[config.mk]
export PLATFORM = sky130hd
export DESIGN_NAME = fir_in_ctrl
export DESIGN_NICKNAME = d
export VERILOG_FILES = /design/src/rtl/fir_in_ctrl.sv
export SDC_FILE = /design/constraint.sdc
export NUM_CORES = 1
export LEC_CHECK = 0
export ABC_AREA = 1
export BUFFER_PORTS_ARGS = -buffer_cell sky130_fd_sc_hd__buf_4
export CORE_MARGIN = 5
export CORE_UTILIZATION = 45
export DETAILED_ROUTE_END_ITERATION = 10
export PLACE_DENSITY = 0.76
export REMOVE_ABC_BUFFERS = 1
export SYNTH_ARGS = -nofsm -noshare
export SYNTH_HDL_FRONTEND = slang
export SYNTH_SLANG_ARGS = --single-unit
[constraint.sdc]
create_clock -name clk -period 3 [get_ports clk]
set_input_delay 0.15 -clock clk [delete_from_list [all_inputs] [get_ports clk]]
set_output_delay 0.15 -clock clk [all_outputs]
set_load 0.02 [all_outputs]
[src/rtl/fir_in_ctrl.sv]
// fir_in_ctrl: configuration and flow controller for the FIR input stage.
// Keeps the input stage's delay buffers from mixing samples of two configs.
// The stream is held off while in-flight samples drain, the stage is flushed,
// and only then is it released into RUN with the new config applied.
//
// state | meaning
// ------+----------------------------------------------------------------
// IDLE  | no config yet; stage held in flush, waiting for first config
// DRAIN | config change pending; stream stopped, in-flight samples exit
// FLUSH | new config applied; stage pointers/phase held cleared
// RUN   | samples stream through; a new config may be accepted
module fir_in_ctrl #(
    parameter int DRAIN_CYCLES = 8,
    parameter int FLUSH_CYCLES = 2,
    parameter int SHIFT_W      = 5
) (
    input  logic               clk,
    input  logic               rst,
    input  logic               cfg_valid,
    output logic               cfg_ready,
    input  logic               cfg_is_auto,
    input  logic [7:0]         cfg_delay,
    input  logic [SHIFT_W-1:0] cfg_shift,
    input  logic               s_valid,
    output logic               s_ready,
    output logic               fir_valid,
    output logic               is_auto,
    output logic [7:0]         delay,
    output logic [SHIFT_W-1:0] shift,
    output logic               flush,
    output logic               primed,
    output logic               busy
);

    localparam int MAX_CYC = (DRAIN_CYCLES > FLUSH_CYCLES) ? DRAIN_CYCLES : FLUSH_CYCLES;
    localparam int CNT_W   = $clog2(MAX_CYC + 1);
    localparam logic [CNT_W-1:0] DRAIN_LOAD = CNT_W'(DRAIN_CYCLES);
    localparam logic [CNT_W-1:0] FLUSH_LOAD = CNT_W'(FLUSH_CYCLES);
    localparam logic [CNT_W-1:0] CNT_ONE    = CNT_W'(1);

    typedef enum logic [1:0] {
        IDLE  = 2'd0,
        DRAIN = 2'd1,
        FLUSH = 2'd2,
        RUN   = 2'd3
    } state_t;

    state_t             state;
    logic [CNT_W-1:0]   phase_cnt;
    logic               pend_is_auto;
    logic [7:0]         pend_delay;
    logic [SHIFT_W-1:0] pend_shift;
    logic [8:0]         scnt;
    logic [8:0]         warm;
    logic               phase_last;
    logic               enter_flush;

    // Per-state control levels decoded straight from the state register.
    assign flush     = (state == IDLE) || (state == FLUSH);
    assign s_ready   = (state == RUN);
    assign cfg_ready = (state == IDLE) || (state == RUN);
    assign busy      = (state == DRAIN) || (state == FLUSH);
    assign fir_valid = s_valid & s_ready;

    assign phase_last  = (phase_cnt == CNT_ONE);
    assign enter_flush = ((state == IDLE) && cfg_valid) || ((state == DRAIN) && phase_last);

    // Auto mode must fill both delay taps plus the alignment cycle first.
    assign warm   = is_auto ? {1'b0, delay[7:1], 1'b1} : 9'd0;
    assign primed = (state == RUN) && (scnt >= warm);

    // Sequencer: config capture, phase timing and state transitions.
    always_ff @(posedge clk or posedge rst) begin
        if (rst) begin
            state        <= IDLE;
            phase_cnt    <= '0;
            pend_is_auto <= 1'b0;
            pend_delay   <= 8'd0;
            pend_shift   <= '0;
            is_auto      <= 1'b0;
            delay        <= 8'd0;
            shift        <= '0;
        end else begin
            case (state)
                IDLE: begin
                    if (cfg_valid) begin
                        is_auto   <= cfg_is_auto;
                        delay     <= cfg_delay;
                        shift     <= cfg_shift;
                        phase_cnt <= FLUSH_LOAD;
                        state     <= FLUSH;
                    end
                end
                RUN: begin
                    if (cfg_valid) begin
                        pend_is_auto <= cfg_is_auto;
                        pend_delay   <= cfg_delay;
                        pend_shift   <= cfg_shift;
                        phase_cnt    <= DRAIN_LOAD;
                        state        <= DRAIN;
                    end
                end
                DRAIN: begin
                    if (phase_last) begin
                        is_auto   <= pend_is_auto;
                        delay     <= pend_delay;
                        shift     <= pend_shift;
                        phase_cnt <= FLUSH_LOAD;
                        state     <= FLUSH;
                    end else begin
                        phase_cnt <= phase_cnt - CNT_ONE;
                    end
                end
                FLUSH: begin
                    if (phase_last) begin
                        state <= RUN;
                    end else begin
                        phase_cnt <= phase_cnt - CNT_ONE;
                    end
                end
                default: state <= IDLE;
            endcase
        end
    end

    // Accepted-sample counter for the current config, saturating at 511.
    always_ff @(posedge clk or posedge rst) begin
        if (rst) begin
            scnt <= 9'd0;
        end else if (enter_flush) begin
            scnt <= 9'd0;
        end else if (fir_valid && (scnt != 9'd511)) begin
            scnt <= scnt + 9'd1;
        end
    end

endmodule

==> flow_summary.rst <==
.. list-table::
   :header-rows: 1

   * - Metric
     - Value
   * - Result of the run
     - completed
   * - Adder and majority gate portion of the synthesized area
     - 8.612%
   * - Final RePlAce weighted congestion
     - 0.8201
   * - Design Area, Final
     - 0.002899 sq mm
   * - Number of buffers inserted by hold repair at cts
     - 1
   * - Half-perimeter wire length after detailed placement
     - 3.671 mm
   * - Number of flip-flops and latches in the synthesized netlist
     - 43
   * - Main combinational cell family by area after synthesis
     - simple AND/OR/NAND/NOR gates
   * - Die span in y
     - 84.09 um
   * - Most repeated cell in the gate-level netlist after synthesis
     - nand2_1
   * - Total Routing Usage GR
     - 15.45%
   * - Yosys warning count
     - 0
   * - Maximum ir drop on the vdd rail
     - 402.2 uV
   * - F_max
     - 480.6 MHz
   * - Arrival time of the worst setup path
     - 1930 ps
   * - Switching power of the nets
     - 0.001267 W
   * - Yosys cell types
     - 25
   * - Routed length per placed instance
     - 11.29 um
   * - Req. time, crit path
     - 2850 ps
   * - Most used flip-flop cell after synthesis
     - dfrtp_1
   * - Multiplexer share of the synthesized area
     - 0%
   * - Die width
     - 84.09 um
   * - Number of routed nets with antenna violations
     - 0
   * - Wl on met1
     - 2.329 mm
   * - Parity-gate share of the synthesized area counting xor and xnor cells
     - 1.064%
   * - Final period util
     - 69.36%
   * - MaxCap Viol Count
     - 0
   * - Sequential fraction of the synthesis area
     - 43.57%
   * - Core Region
     - 0.005405 sq mm
   * - Most instantiated cells after synthesis
     - 125 x nand2_1, 46 x inv_1, 43 x dfrtp_1
   * - Area growth from synthesis to final layout
     - 17.38%
   * - Initial antenna violation count
     - 0
   * - Synthesized area divided by synthesized cell count
     - 7.507 sq um
   * - Total power density per cell area
     - 954.2 mW/mm^2
   * - Number of cells upsized or downsized after cts
     - 0
   * - Clock slew seen by the registers of the worst setup and hold paths
     - 90 ps
   * - CP max FO
     - 10
   * - Number of sinks handled by clock tree synthesis
     - 43
   * - Antenna Diode Count
     - 0
   * - Uppermost metal layer occupied by signal nets
     - met4
   * - Largest net degree at the start of global routing
     - 34
   * - Category of the worst setup path launch point
     - flop
   * - Routed met2 length
     - 2.361 mm
   * - Reg2reg path depth
     - 8
   * - Cell total after placement
     - 430
   * - Headroom to the max-slew limit
     - 66.85%
   * - Number of max-slew violations in the final report
     - 0
   * - Violation count after the first detailed-routing iteration
     - 116
   * - Switching power as a share of total power
     - 45.79%
   * - Part of the power in the clock network
     - 13.9%
   * - Hold Path Depth
     - 3
   * - Number of top-level design ports
     - 38
   * - Hold Fails Final Rpt
     - 0
   * - Count of flip-flops with a built-in enable after synthesis
     - 0
   * - Setup repair after global routing missed its margin
     - no
   * - Final Critical Period
     - 2081 ps
   * - Post-synth top area cell
     - dfrtp_1
   * - Number of vias per cell
     - 4.740
   * - Async set-or-reset flop fraction in the synthesized netlist
     - 100.0%
   * - Clock buffers created by TritonCTS
     - 5
   * - Vias
     - 2081
   * - Fraction of final layout cells with drive strength greater than 1
     - 16.08%
   * - Static power due to leakage
     - 1.598 nW
   * - Measured slew at the worst slew-check pin
     - 496.7 ps
   * - Maximum count of clock buffers along a single path
     - 2
   * - Share of synthesized cell area in and, or, nand and nor gates
     - 28.67%
   * - Remaining global-route overflow
     - 0
   * - Non-filler instance count after layout
     - 439
   * - IO buf count
     - 37
   * - Post-synthesis compound-gate area fraction
     - 8.561%
   * - Area share of the leading cell type in the synthesized netlist
     - 43.57%
   * - Instance area at placement
     - 0.002796 sq mm
   * - Effective utilization at floorplan
     - 45.69%
   * - Post-synthesis instance area
     - 0.002470 sq mm
   * - Cell row count
     - 27
   * - Area contributors post-synth
     - dfrtp_1 44%, nand2_1 19%, ha_1 8.6%
   * - Number of post-CTS setup repair buffers
     - 0
   * - Cells after Synth
     - 329
   * - Clock tree root buffer cell
     - clkbuf_8
   * - Crit Path Category
     - reg2out
   * - Global-route wire length before repair
     - 9.004 mm
   * - Endpoints failing setup
     - 0
   * - Area of the die
     - 0.007070 sq mm
   * - Internal power
     - 0.001500 W
   * - Setup_tns
     - 0 ps
   * - Hold WC Path Type
     - in2reg
   * - Number of nets in the final layout
     - 401
   * - TritonRoute pass-1 iters
     - 4
   * - Type of element capturing the critical path
     - output port
   * - Clock tree from TritonCTS
     - yes
   * - Total length of routed wires
     - 4.958 mm
   * - Via count of the first global-routing pass
     - 2090
   * - Share of power burned in combinational logic
     - 50.4%
   * - Insertion delay of the later-clocked pin in the worst-skew pair
     - 300 ps
   * - Skew final
     - 5.559 ps
   * - Power share of the sequential group
     - 35.7%
   * - Max H-tree Level
     - 2
   * - DR DRC count
     - 0
   * - Met3 WL
     - 171 um
-- cell families (layout without fill, tap and decap cells) --
group,after synthesis,count (layout)
AOI/OAI and AO/OA,41,41
and+or+nand+nor,168,168
DFF,43,43
xor gates and xnor gates,3,3
buffers and inverters,57,95
adders and majority gates,17,17
-- final cells by class --
class | count | area [sq um]
Fill cell | 524 | 2506
Clock inverter | 3 | 23.77
Inverter | 47 | 178.9
Tap cell | 72 | 90.09
Timing Repair Buffer | 40 | 302.8
Clock buffer | 5 | 68.82
Sequential cell | 43 | 1076
Multi-Input combinational cell | 229 | 1159
-- worst paths after layout --
| path | from | endpoint | slack (ps) |
|---|---|---|---|
| max | is_auto | primed | 920 |
| min | cfg_shift[2] | pend_shift[2] | 120 |
| max reg2reg | state[1] | scnt[2] | 1240 |
| min reg2reg | shift[4] | shift[4] | 490 |
| max in group asynchronous | rst | delay[7] | 1810 |
| min in group asynchronous | rst | delay[1] | 420 |
-- metal layers --
layer,vias to the layer above,track usage (%)
met3,8,3.356
met1,950,19.35
li1,1092,-
met5,-,0
met2,31,26.11
met4,0,5.409
-- through the flow --
stage                     utilization, %  hold slack (ps)  worst slack (ps)  total power [W]
after floorplan                        -            310.9              1254         0.001930
after global placement             51.74            223.5              1247         0.002365
after detailed placement           51.74            223.6              1210         0.002398
after CTS                          53.63            109.1             867.1         0.002793
after global routing               53.63            119.0             718.8         0.003044
final                              53.63            116.1             919.3         0.002766
-- flip-flops by register name (all words and copies together), names as in the netlist --
| signal | cells |
|---|---|
| delay | 8 |
| is_auto | 1 |
| pend_delay | 8 |
| pend_is_auto | 1 |
| pend_shift | 5 |
| phase_cnt | 4 |
| scnt | 9 |
| shift | 5 |
| state | 2 |
-- worst max-delay path, cell delays in order, from the launching register on --
cell     delay, ps
dfrtp_1        560
nand2_1        110
ha_1           190
or2_2          260
a21oi_1        150
nand2_1         70
nor2_1          90
nor2_1          50
buf_4          150
-- cells in the final DEF (no fill, tap or decap) --
cell type and instances:
nand3_1 12, o21ai_0 32, nor3_1 2, nand2_1 125
clkinvlp_4 2, nand2_4 1, nor2_1 15, nand3_2 1
a21oi_1 8, or2_2 1, buf_4 39, xor2_1 1
nand4_1 4, xnor2_1 2, nor2_4 1, nor2_2 2
ha_1 17, inv_6 1, nand3_4 1, dfrtp_1 43
inv_1 46, clkbuf_8 5, inv_4 1, nand2_2 3
o21bai_2 1, dlygate4sd3_1 1
-- power by group through the flow --
| stage | logic (W) | registers (W) | clock network (W) |
|---|---|---|---|
| final | 0.00139 | 0.000988 | 0.000383 |
| after global routing | 0.00161 | 0.00102 | 0.000416 |
| after CTS | 0.00141 | 0.000988 | 0.000394 |
| after detailed placement | 0.00140 | 0.000996 | 0 |
| after global placement | 0.00138 | 0.000983 | 0 |
| after floorplan | 0.000876 | 0.00105 | 0 |
Power figures use the tool's default switching activity.
